## src/rtl/dual_frame_comparator.sv

```systemverilog
// dual_frame_comparator: buffers two redundant word streams and issues one compare verdict per frame
module dual_frame_comparator #(
  parameter int DATA_W   = 16,
  parameter int DEPTH    = 8,
  parameter int SKEW_MAX = 1000
) (
  input  logic              clk1,
  input  logic              rst,
  input  logic              aValid,
  input  logic [DATA_W-1:0] aData,
  input  logic              aLast,
  output logic              aReady,
  input  logic              bValid,
  input  logic [DATA_W-1:0] bData,
  input  logic              bLast,
  output logic              bReady,
  output logic              outputEn1,
  output logic              outputEn2,
  output logic [7:0]        modStatus1,
  output logic [7:0]        modStatus2,
  output logic              dataReady
);
  localparam int AW = $clog2(DEPTH);
  localparam int CW = $clog2(SKEW_MAX + 1);
  typedef enum logic [1:0] {IDLE, COMPARE, VERDICT} state_t;
  state_t          r_state;
  logic [DATA_W:0] r_mem_a [DEPTH];
  logic [DATA_W:0] r_mem_b [DEPTH];
  logic [AW:0]     r_wp_a, r_rp_a, r_wp_b, r_rp_b;
  logic [CW-1:0]   r_cnt;
  logic [1:0]      r_seq;
  logic            r_mis, r_ovf_a, r_ovf_b, r_cmp_a, r_cmp_b, r_drop_a, r_drop_b;
  logic            w_ne_a, w_ne_b, w_pop, w_end, w_to, w_vd, w_fl_a, w_fl_b;
  logic            w_in_a, w_in_b, w_wr_a, w_wr_b, w_mis, w_oa, w_ob, w_ca, w_cb, w_start;
  logic [DATA_W:0] w_ha, w_hb;
  logic [1:0]      w_seq;
  assign aReady  = (r_wp_a - r_rp_a) != (AW+1)'(DEPTH);
  assign bReady  = (r_wp_b - r_rp_b) != (AW+1)'(DEPTH);
  assign w_ne_a  = r_wp_a != r_rp_a;
  assign w_ne_b  = r_wp_b != r_rp_b;
  assign w_ha    = r_mem_a[r_rp_a[AW-1:0]];
  assign w_hb    = r_mem_b[r_rp_b[AW-1:0]];
  assign w_start = r_state == IDLE && (w_ne_a || w_ne_b);
  assign w_pop   = r_state == COMPARE && w_ne_a && w_ne_b;
  assign w_end   = w_pop && (w_ha[DATA_W] || w_hb[DATA_W]);
  assign w_to    = r_state == COMPARE && (w_ne_a ^ w_ne_b) && r_cnt == CW'(SKEW_MAX - 1);
  assign w_vd    = w_end || w_to;
  // the side whose frame did not end loses whatever of that frame is still buffered
  assign w_fl_a  = w_to || (w_end && !w_ha[DATA_W]);
  assign w_fl_b  = w_to || (w_end && !w_hb[DATA_W]);
  assign w_in_a  = aValid && aReady && !r_drop_a;
  assign w_in_b  = bValid && bReady && !r_drop_b;
  assign w_wr_a  = w_in_a && !w_fl_a;
  assign w_wr_b  = w_in_b && !w_fl_b;
  assign w_oa    = r_ovf_a || (aValid && !aReady && !r_drop_a);
  assign w_ob    = r_ovf_b || (bValid && !bReady && !r_drop_b);
  assign w_ca    = r_cmp_a || (w_in_a && aLast);
  assign w_cb    = r_cmp_b || (w_in_b && bLast);
  assign w_mis   = r_mis || (w_pop && w_ha != w_hb);
  assign w_seq   = r_seq + 2'd1;
  always_ff @(posedge clk1) begin
    if (w_wr_a) r_mem_a[r_wp_a[AW-1:0]] <= {aLast, aData};
    if (w_wr_b) r_mem_b[r_wp_b[AW-1:0]] <= {bLast, bData};
  end
  always_ff @(posedge clk1 or posedge rst) begin
    if (rst) begin
      r_state    <= IDLE;
      r_wp_a     <= '0;
      r_rp_a     <= '0;
      r_wp_b     <= '0;
      r_rp_b     <= '0;
      r_cnt      <= '0;
      r_seq      <= '0;
      r_mis      <= 1'b0;
      r_ovf_a    <= 1'b0;
      r_ovf_b    <= 1'b0;
      r_cmp_a    <= 1'b0;
      r_cmp_b    <= 1'b0;
      r_drop_a   <= 1'b0;
      r_drop_b   <= 1'b0;
      outputEn1  <= 1'b1;
      outputEn2  <= 1'b1;
      modStatus1 <= '0;
      modStatus2 <= '0;
      dataReady  <= 1'b0;
    end else begin
      r_wp_a    <= r_wp_a + (AW+1)'(w_wr_a);
      r_wp_b    <= r_wp_b + (AW+1)'(w_wr_b);
      r_rp_a    <= w_fl_a ? r_wp_a : r_rp_a + (AW+1)'(w_pop);
      r_rp_b    <= w_fl_b ? r_wp_b : r_rp_b + (AW+1)'(w_pop);
      r_drop_a  <= (w_end && !w_ha[DATA_W]) ? !w_ca : r_drop_a && !(aValid && aReady && aLast);
      r_drop_b  <= (w_end && !w_hb[DATA_W]) ? !w_cb : r_drop_b && !(bValid && bReady && bLast);
      r_mis     <= !w_vd && w_mis;
      r_ovf_a   <= !w_vd && w_oa;
      r_ovf_b   <= !w_vd && w_ob;
      r_cmp_a   <= !w_vd && w_ca;
      r_cmp_b   <= !w_vd && w_cb;
      r_cnt     <= (r_state == COMPARE && !w_vd && (w_ne_a ^ w_ne_b)) ? r_cnt + 1'b1 : '0;
      dataReady <= w_vd;
      r_state   <= w_vd ? VERDICT : r_state == VERDICT ? IDLE : w_start ? COMPARE : r_state;
      if (w_vd) begin
        modStatus1 <= {w_seq, w_oa, w_mis, w_to, w_to || w_mis || w_oa, w_cb, w_ca};
        modStatus2 <= {w_seq, w_ob, w_mis, w_to, w_to || w_mis || w_ob, w_ca, w_cb};
        outputEn1  <= 1'b0;
        outputEn2  <= 1'b0;
        r_seq      <= w_seq;
      end else if (w_start) begin
        outputEn1 <= 1'b1;
        outputEn2 <= 1'b1;
      end
    end
  end
endmodule
```

## config.mk

```make
export PLATFORM = sky130hd
export DESIGN_NAME = dual_frame_comparator
export DESIGN_NICKNAME = d
export VERILOG_FILES = /design/src/rtl/dual_frame_comparator.sv
export SDC_FILE = /design/constraint.sdc
export NUM_CORES = 1
export LEC_CHECK = 0
export ABC_AREA = 1
export CAP_MARGIN = 20
export CORE_ASPECT_RATIO = 2
export CORE_UTILIZATION = 53
export CTS_BUF_LIST = sky130_fd_sc_hd__clkbuf_4
export DETAILED_ROUTE_END_ITERATION = 10
export HOLD_SLACK_MARGIN = 0.1
export PLACE_DENSITY = 0.75
export SLEW_MARGIN = 0
export SYNTH_ARGS = -nofsm -noshare
export SYNTH_HDL_FRONTEND = slang
export SYNTH_SLANG_ARGS = --single-unit
```

## constraint.sdc

```tcl
create_clock -name clk1 -period 6.3 [get_ports clk1]
set_input_delay 1.26 -clock clk1 [delete_from_list [all_inputs] [get_ports clk1]]
set_output_delay 1.26 -clock clk1 [all_outputs]
set_load 0.1 [all_outputs]
```

==> flow_summary.yaml, run 1 <==
detailed_routing:
  via_per_inst: 5.205
  drt-initial-drc-count: 637
  first_pass_iters: 5
  post_drt_wl_per_cell_um: 16.36
  ant_nets: 0
  vias: 9890
  wirelength_um: 31090
  drc: 0
pwr:
  power_frac_seq: 0.359
  switching_share: 0.4361
  ir_worst_vdd_mv: 0.3299
  combPwrFrac: 0.447
  power.internal_mw: 4.582
  p_sw_mw: 3.543
  clockPowerShare: 0.194
  power.total_mw: 8.125
  p_leak_nw: 6.726
  power.density_nw_per_um2: 508.6
floorplanning:
  die_w_um: 118.2
  std_cell_rows: 84
  start_util: 0.5421
  core-area_um2: 26380
  die_h_um: 234.3
  dieArea_um2: 27680
  pin_count: 59
place:
  place_area_um2: 15070
  dp_hpwl_um: 20130
  place_inst: 1780
  io_buffer_count: 58
  routabilityCongestion: 0.8543
grt:
  grt_pass1_vias: 10020
  grt_max_degree: 77
  overflow: 0
  grt_pass1_wl_um: 49640
  grt_usage: 0.2341
  antenna_found_initial: 1
worst_setup_path:
  crit_type: "reg2out"
  end_kind: "output port"
  critPathMaxFanout: 31
  cp.arrival_ps: 4020
  cp_cell_sequence: "inv_1, ha_1, inv_1, nor2_1, or2_2, nor2_1, nor2_1, nand2_1, buf_4"
  rrSetupSlack_ps: 1560
  path_buf_inv: 3
  crit_slowest_cell: "dfrtp_1"
  slowest_delay_ps: 1000
  crit_top_cell: "nor2_1"
  crit_path_start_kind: "flop"
  rr_startpoint: "r_rp_a[2]$_DFF_PP0_"
  r2r_cells: 11
  regToRegEndpoint: "r_mem_b[7][10]$_DFFE_PP_"
  crit_family: "buffers and inverters"
  critPathRequiredTime_ps: 5040
clocking:
  clock_sinks: 319
  cts-hold-fix-buffers: 0
  path_clk_slew_ps: 70
  cts_resized: 0
  cts_tree: "done"
  cts_buffer_depth: 3
  htree_num_levels: 3
  worstSkewPairLatency_ps: 720
  cts_root_buffer: "clkbuf_4"
  cts-buffers-inserted: 69
  post_cts_buffers: 0
yosys:
  syn_area_um2: 14300
  synthArstFlopShare: 0.1473
  syn_inst: 1423
  synthTopCellsByArea: "edfxtp_1 (57%), nand2_1 (11%), dfrtp_1 (8.0%), nor2_1 (5.6%), nand3_1 (3.7%)"
  synth-edff-count: 272
  synth.most_common_cell: "nand2_1"
  netlist.area_leader.share: 0.5711
  yosys.area.top_type: "edfxtp_1"
  synth_common_cells: "nand2_1 (409), edfxtp_1 (272), nor2_1 (212)"
  synthFlopType: "edfxtp_1"
  synth-seq-area-share: 0.6535
  synth_seq_cells: 319
  avgSynthCellArea_um2: 10.05
  synthDistinctLibCells: 38
  synth_nets: 1478
  yosys_warnings: 0
sta:
  fin_crit_ps: 5280
  slew_viol_final: 0
  relSlewSlack: 0.3024
  worst_pin_slew_ps: 1046
  timing.hold.ws_ps: 489.2
  setup_viol: 0
  rsz0062_at_grt: "false"
  final-hold-violation-count: 0
  max_freq_mhz: 189.4
  period_share: 0.8381
  fin_tns_setup_ps: 0
  clock_skew_ps: 42.70
finish:
  final_cell_area_um2: 15980
  syn_to_final_growth_pct: 11.71
  fin_cells: 1900
  final_nets: 1563
  drive_above_1_share: 0.1068
status:
  outcome: "complete, no violations"
worst_hold_path:
  hp-start: "r_cnt[0]$_DFF_PP0_"
  whs_endpoint: "r_cnt[0]$_DFF_PP0_"
  hold_class: "reg2reg"
  worstHoldPathCells: 1
job:
  drv_cap: 0
==> through the flow <==
step | setup slack [ps] | utilization
floorplan | 1032 | -
global route | 811.3 | 0.6056
global placement | 1769 | 0.5713
CTS | 988.5 | 0.6047
detailed placement | 1601 | 0.5713
finish | 1020 | 0.6056
==> registers in the layout (all words and copies together), names as in the netlist, 4 cells and up <==
name,count
r_wp_b,4
modStatus1,6
r_rp_b,4
r_mem_a,136
r_wp_a,4
r_rp_a,4
r_mem_b,136
r_cnt,10
==> final cells by class <==
type	instances	area [um^2]
Fill cell	2146	10410
Sequential cell	319	9348
Multi-Input combinational cell	897	4033
Clock buffer	102	765.7
Timing Repair Buffer	78	738.2
Inverter	143	541.8
Tap cell	344	430.4
Clock inverter	16	116.4
Antenna cell	1	2.502
==> per-layer routing <==
metal / wire [um] / global-route usage / up-vias / part of all wire
met2: 16910 / 0.4360 / 269 / 0.54
met1: 11610 / 0.2472 / 4669 / 0.37
li1: - / - / 4871 / -
met4: 1214 / 0.1350 / 0 / 0.039
met5: 0 / 0 / - / 0
met3: 1364 / 0.03988 / 81 / 0.044
==> worst register-to-register path, cell delays in order (launching register included) <==
cell     delay, ps
dfrtp_1       1000
inv_1          700
ha_1           510
inv_1           80
nor3_2         210
ha_1           290
nand2_1        100
or4_4          190
nand2_4         90
nor3b_4        240
nand2_2        120
nor2_2         780
==> logic make-up (layout without fill, tap and decap cells) <==
kind of cell,Yosys count,count (layout),synth area share
and+or+nand+nor,753,753,0.2154
buffers and inverters,207,339,0.06509
adders and majority gates,17,17,0.01487
DFF,319,319,0.6535
xor gates and xnor gates,15,15,0.009187
AOI/OAI and AO/OA,112,112,0.04200
other,0,1,0
==> cell usage in the layout, fill, tap and decap left out, types with 21 or more instances in the layout <==
| cell | n |
|---|---|
| o21ai_0 | 74 |
| inv_1 | 134 |
| nand3_1 | 105 |
| clkdlybuf4s50_1 | 56 |
| nor2_1 | 209 |
| buf_4 | 21 |
| dfrtp_1 | 44 |
| clkbuf_4 | 102 |
| edfxtp_1 | 272 |
| nand2_1 | 409 |
==> how the worst max path moves through the flow <==
stage / endpoint / cells after the start / startpoint
after global placement: r_mem_b[7][10]$_DFFE_PP_ / 11 / r_rp_a[2]$_DFF_PP0_
after global routing: aReady / 9 / r_rp_a[2]$_DFF_PP0_
after floorplan: r_mem_b[0][0]$_DFFE_PP_ / 11 / r_rp_b[2]$_DFF_PP0_
final: aReady / 9 / r_rp_a[2]$_DFF_PP0_
after detailed placement: r_mem_b[7][15]$_DFFE_PP_ / 11 / r_rp_a[2]$_DFF_PP0_
after CTS: aReady / 9 / r_rp_a[2]$_DFF_PP0_
==> power by group through the flow <==
stage,Clock [mW],Combinational (mW),Sequential (mW)
2_1_floorplan,0,2.60,3.13
4_1_cts,1.61,3.65,2.92
3_5_place_dp,0,3.62,2.96
3_3_place_gp,0,3.54,2.95
6_report,1.57,3.64,2.92
5_1_grt,1.70,4.05,2.95
Power figures use the tool's default switching activity.
==> run 2: changes to the inputs <==
Clock period 6.3 ns to 5.02 ns, I/O delays scaled along.
==> run 2 against run 1 <==
Compared with the run above:
- total power increased by 25%
- non-clock buffer count increased by 6
- critical path depth unchanged
- sequential cell count unchanged
- setup slack improved by 59 ps
- die area unchanged
- wire length decreased by 0.42%
- combinational power increased by 27%
- first-iteration DRC count increased by 12%
- hold slack got worse by 33 ps
- clock skew decreased by 3.5 ps
- critical endpoint unchanged
==> flow_summary.yaml, run 2 (synthesized netlist as in run 1, its figures left out) <==
status:
  outcome: "complete, no violations"
clocking:
  cts_tree: "done"
  post_cts_buffers: 0
  cts-buffers-inserted: 68
  cts-hold-fix-buffers: 0
  cts_resized: 0
  htree_num_levels: 3
  cts_buffer_depth: 3
  clock_sinks: 319
  cts_root_buffer: "clkbuf_4"
  path_clk_slew_ps: 80
  worstSkewPairLatency_ps: 690
sta:
  final-hold-violation-count: 0
  max_freq_mhz: 253.7
  fin_tns_setup_ps: 0
  slew_viol_final: 0
  fin_crit_ps: 3941
  relSlewSlack: 0.3103
  layout_setup_ws_ps: 1079
  worst_pin_slew_ps: 1031
  clock_skew_ps: 39.19
  period_share: 0.7851
  rsz0062_at_grt: "false"
  setup_viol: 0
finish:
  drive_above_1_share: 0.1071
  fin_cells: 1904
  syn_to_final_growth_pct: 11.57
  final_common_cell: "nand2_1"
  fin_util: 0.6048
  final_nets: 1568
  num-fill-cells: 2152
  most-common-layout-cells: "nand2_1 (409), edfxtp_1 (272), nor2_1 (211)"
detailed_routing:
  via_per_inst: 5.251
  vias: 9997
  drt-initial-drc-count: 716
  drc: 0
  first_pass_iters: 5
  post_drt_wl_per_cell_um: 16.26
  wirelength_um: 30960
  ant_nets: 0
pwr:
  power.total_mw: 10.12
  p_leak_nw: 6.725
  power.density_nw_per_um2: 634.6
  ir_worst_vdd_mv: 0.4742
worst_setup_path:
  path_buf_inv: 2
  end_kind: "output port"
  slowest_delay_ps: 410
  crit_slowest_cell: "dfrtp_1"
  crit_path_start_kind: "flop"
  cp.arrival_ps: 2940
  critPathMaxFanout: 37
  cp_cell_sequence: "inv_4, ha_1, a21oi_1, nor2_1, or2_2, nor2_1, nor2_1, nand2_1, buf_4"
  critPathRequiredTime_ps: 4020
  crit_type: "reg2out"
  crit_family: "simple AND/OR/NAND/NOR gates"
  crit_top_cell: "nor2_1"
grt:
  antenna_found_initial: 1
  grt_pass1_wl_um: 49940
  grt_usage: 0.2345
  grt_max_degree: 63
  overflow: 0
  grt_pass1_vias: 10140
worst_hold_path:
  hold_class: "reg2reg"
floorplanning:
  pin_count: 59
  die_w_um: 118.2
  die_h_um: 234.3
  core-area_um2: 26380
  start_util: 0.5421
  std_cell_rows: 84
  dieArea_um2: 27680
place:
  pre_cts_slack_ps: 1176
  routabilityCongestion: 0.9296
  place_inst: 1786
  dp_hpwl_um: 20590
  io_buffer_count: 58
job:
  drv_cap: 0
run 2: cell types whose count changed in the layout (fill, tap and decap cells not counted):
| cell | delta |
|---|---|
| buf_4 | +6 |
| bufinv_16 | -2 |
| clkinv_1 | +1 |
| inv_2 | -1 |
| nor2_1 | +2 |
| nor2_2 | -2 |
| o21ai_0 | -1 |
| o21ai_1 | +1 |
run 2: path summary, 6_finish.rpt:
check / cells past startpoint / from / end / slack [ps]
min in group asynchronous: 2 / rst / modStatus1[2]$_DFFE_PP0N_ / 540
hold / removal: 1 / r_cnt[0]$_DFF_PP0_ / r_cnt[0]$_DFF_PP0_ / 460
setup reg to reg: 16 / r_rp_a[0]$_DFF_PP0_ / r_mem_b[5][2]$_DFFE_PP_ / 1180
max in group asynchronous: 3 / rst / outputEn2$_DFFE_PP1P_ / 3990
setup / recovery: 9 / r_rp_a[1]$_DFF_PP0_ / aReady / 1080
hold reg to reg: 1 / r_cnt[0]$_DFF_PP0_ / r_cnt[0]$_DFF_PP0_ / 460
run 2: worst reg2reg max path, cell delays in order, from the launching register on:
cell and delay [ps]:
dfrtp_2 350, buf_4 330, inv_2 490, o21ai_0 350
o22ai_1 100, inv_1 70, o21ai_1 90, inv_1 80
ha_1 140, nor2_1 60, inv_2 50, nor2_1 40
inv_2 80, nand2_4 70, nor3b_4 240, nand2_2 120
nor2_2 780
run 2: stage by stage:
step                cell area, um^2  hold slack [ps]
finish                        15960            456.7
global route                  15960            499.8
CTS                           15930            461.2
detailed placement            15110            452.1
global placement              15110            444.7
floorplan                     14300            431.6
run 2: cell type report:
| cell class | count | area [um^2] | area share |
|---|---|---|---|
| sequential | 319 | 9348 | 0.5859 |
| multi-input combinational | 897 | 4028 | 0.2524 |
| timing repair buffer | 84 | 783.3 | 0.04909 |
| clock buffer | 102 | 765.7 | 0.04799 |
| inverter | 143 | 541.8 | 0.03396 |
| tap | 344 | 430.4 | 0.02698 |
| clock inverter | 14 | 56.30 | 0.003529 |
| antenna | 1 | 2.502 | 0.0001568 |
run 2: routing by layer:
layer | vias to the layer above | track usage | routed length, um
met2 | 312 | 0.4278 | 16670
met5 | - | 0 | 0
met1 | 4735 | 0.2529 | 11500
met4 | 0 | 0.1382 | 1095
met3 | 78 | 0.04232 | 1692
li1 | 4872 | - | -
run 2: where the power goes:
group,internal [mW],switching (mW)
Clock,0.927,0.936
Combinational,1.31,3.32
Sequential,3.43,0.200
Total,5.67,4.46
==> run 3: changes to the inputs <==
Clock period 5.02 ns to 3.64 ns, I/O delays scaled along.
==> run 3 against run 2 <==
Compared with the run above:
- hold slack worse by 140 ps
- global-route usage hardly changed
- first-iteration DRC count is 6.6% higher
- sequential share of layout area is 0.22 points lower
- non-clock buffer count is 7 lower
- setup slack worse by 890 ps
- register-to-register slack worse by 990 ps
- clock skew is 7.8 ps lower
- design area is 0.37% higher
==> flow_summary.yaml, run 3 (synthesized netlist as in run 1, its figures left out) <==
worst_setup_path:
  end_kind: "flop"
  crit_family: "simple AND/OR/NAND/NOR gates"
  regToRegEndpoint: "r_mem_a[3][10]$_DFFE_PP_"
  startpoint: "r_rp_a[1]$_DFF_PP0_"
  critPathMaxFanout: 17
  crit_type: "reg2reg"
  crit_slowest_cell: "nor2_2"
  r2r_cells: 11
  rrSetupSlack_ps: 190
  crit_path_start_kind: "flop"
  rr_startpoint: "r_rp_a[1]$_DFF_PP0_"
  slowest_delay_ps: 760
  cp.arrival_ps: 3780
  critPathRequiredTime_ps: 3970
  path_buf_inv: 1
  cp_cell_sequence: "inv_4, ha_1, nand2_1, nor3_2, ha_1, nand2_1, or4_4, nand2_4, nor3b_4, nand2_2, nor2_2"
clocking:
  cts_root_buffer: "clkbuf_4"
  path_clk_slew_ps: 80
  htree_num_levels: 3
  clock_sinks: 319
  cts_buffer_depth: 3
  worstSkewPairLatency_ps: 720
  post_cts_buffers: 0
  cts_tree: "done"
  cts-buffers-inserted: 67
finish:
  final_nets: 1560
  register_area_um2: 9348
  most-common-layout-cells: "nand2_1 (408), edfxtp_1 (272), nor2_1 (198)"
  fin_cells: 1891
  num-fill-cells: 2143
  syn_to_final_growth_pct: 11.98
  drive_above_1_share: 0.1080
  final_cell_area_um2: 16010
  multiInputGateArea_um2: 4114
  final_common_cell: "nand2_1"
pwr:
  power.total_mw: 14.14
  ir_worst_vdd_mv: 0.5931
  power.density_nw_per_um2: 882.9
  p_leak_nw: 6.689
sta:
  worst_pin_slew_ps: 985.8
  slew_viol_final: 0
  clock_skew_ps: 31.41
  relSlewSlack: 0.3407
  timing.hold.ws_ps: 318.5
  setup_viol: 0
  max_freq_mhz: 289.7
  final-hold-violation-count: 0
  period_share: 0.9483
  rsz0062_at_grt: "true"
  fin_crit_ps: 3452
detailed_routing:
  vias: 9934
  ant_nets: 0
  via_per_inst: 5.253
  post_drt_wl_per_cell_um: 16.62
  wirelength_um: 31430
  drc: 0
  drt-initial-drc-count: 763
  first_pass_iters: 6
place:
  place_inst: 1777
  place_area_um2: 15110
  io_buffer_count: 58
  routabilityCongestion: 0.8461
  dp_hpwl_um: 20800
floorplanning:
  dieArea_um2: 27680
  pin_count: 59
  start_util: 0.5421
  die_w_um: 118.2
  die_h_um: 234.3
  core-area_um2: 26380
  std_cell_rows: 84
grt:
  grt_pass1_vias: 9849
  grt_pass1_wl_um: 49150
  antenna_found_initial: 1
  grt_usage: 0.2341
  overflow: 0
  grt_max_degree: 72
status:
  outcome: "complete, no violations"
worst_hold_path:
  hold_class: "in2async"
job:
  drv_cap: 0
run 3: how the worst max path moves through the flow:
stage | to | slack, ps | cells past startpoint
CTS | r_mem_b[0][11]$_DFFE_PP_ | 100 | 11
detailed placement | r_mem_b[1][5]$_DFFE_PP_ | 180 | 11
floorplan | r_mem_b[0][0]$_DFFE_PP_ | 170 | 11
global placement | r_mem_b[1][2]$_DFFE_PP_ | 330 | 11
finish | r_mem_a[3][10]$_DFFE_PP_ | 190 | 11
global route | r_mem_a[5][14]$_DFFE_PP_ | -60 | 11
run 3: routing by layer:
metal | GRT usage | share of wire | vias to the layer above
met3 | 0.04134 | 0.044 | 85
li1 | - | - | 4852
met4 | 0.1322 | 0.037 | 0
met1 | 0.2508 | 0.37 | 4686
met5 | 0 | 0 | -
met2 | 0.4322 | 0.54 | 311
run 3: report_power, final:
part	switching (mW)	leakage [nW]	internal (mW)	total (mW)
Sequential	0.300	3.05	4.73	5.03
Clock	1.28	0.486	1.29	2.57
Combinational	4.66	3.16	1.88	6.54
Total	6.24	6.69	7.90	14.1
run 3: area by class of cell:
cell class                 count  share of cell area
sequential                   319              0.5837
multi-input combinational    897              0.2569
timing repair buffer          77             0.04813
clock buffer                  90             0.04219
inverter                     143             0.03383
tap                          344             0.02688
clock inverter                20            0.008204
antenna                        1           0.0001563
run 3: through the flow:
step                setup slack, ps  utilization  TNS [ps]
floorplan                     173.0            -         0
global placement              333.9       0.5729         0
detailed placement            177.0       0.5729         0
CTS                           96.24       0.6034         0
global route                 -61.89       0.6070     -1548
finish                        188.0       0.6070         0
run 3: what timing repair did:
action / CTS / global route
gates resized for setup: 0 / 9
hold buffers: 0 / 0
setup endpoints to repair: 0 / 146
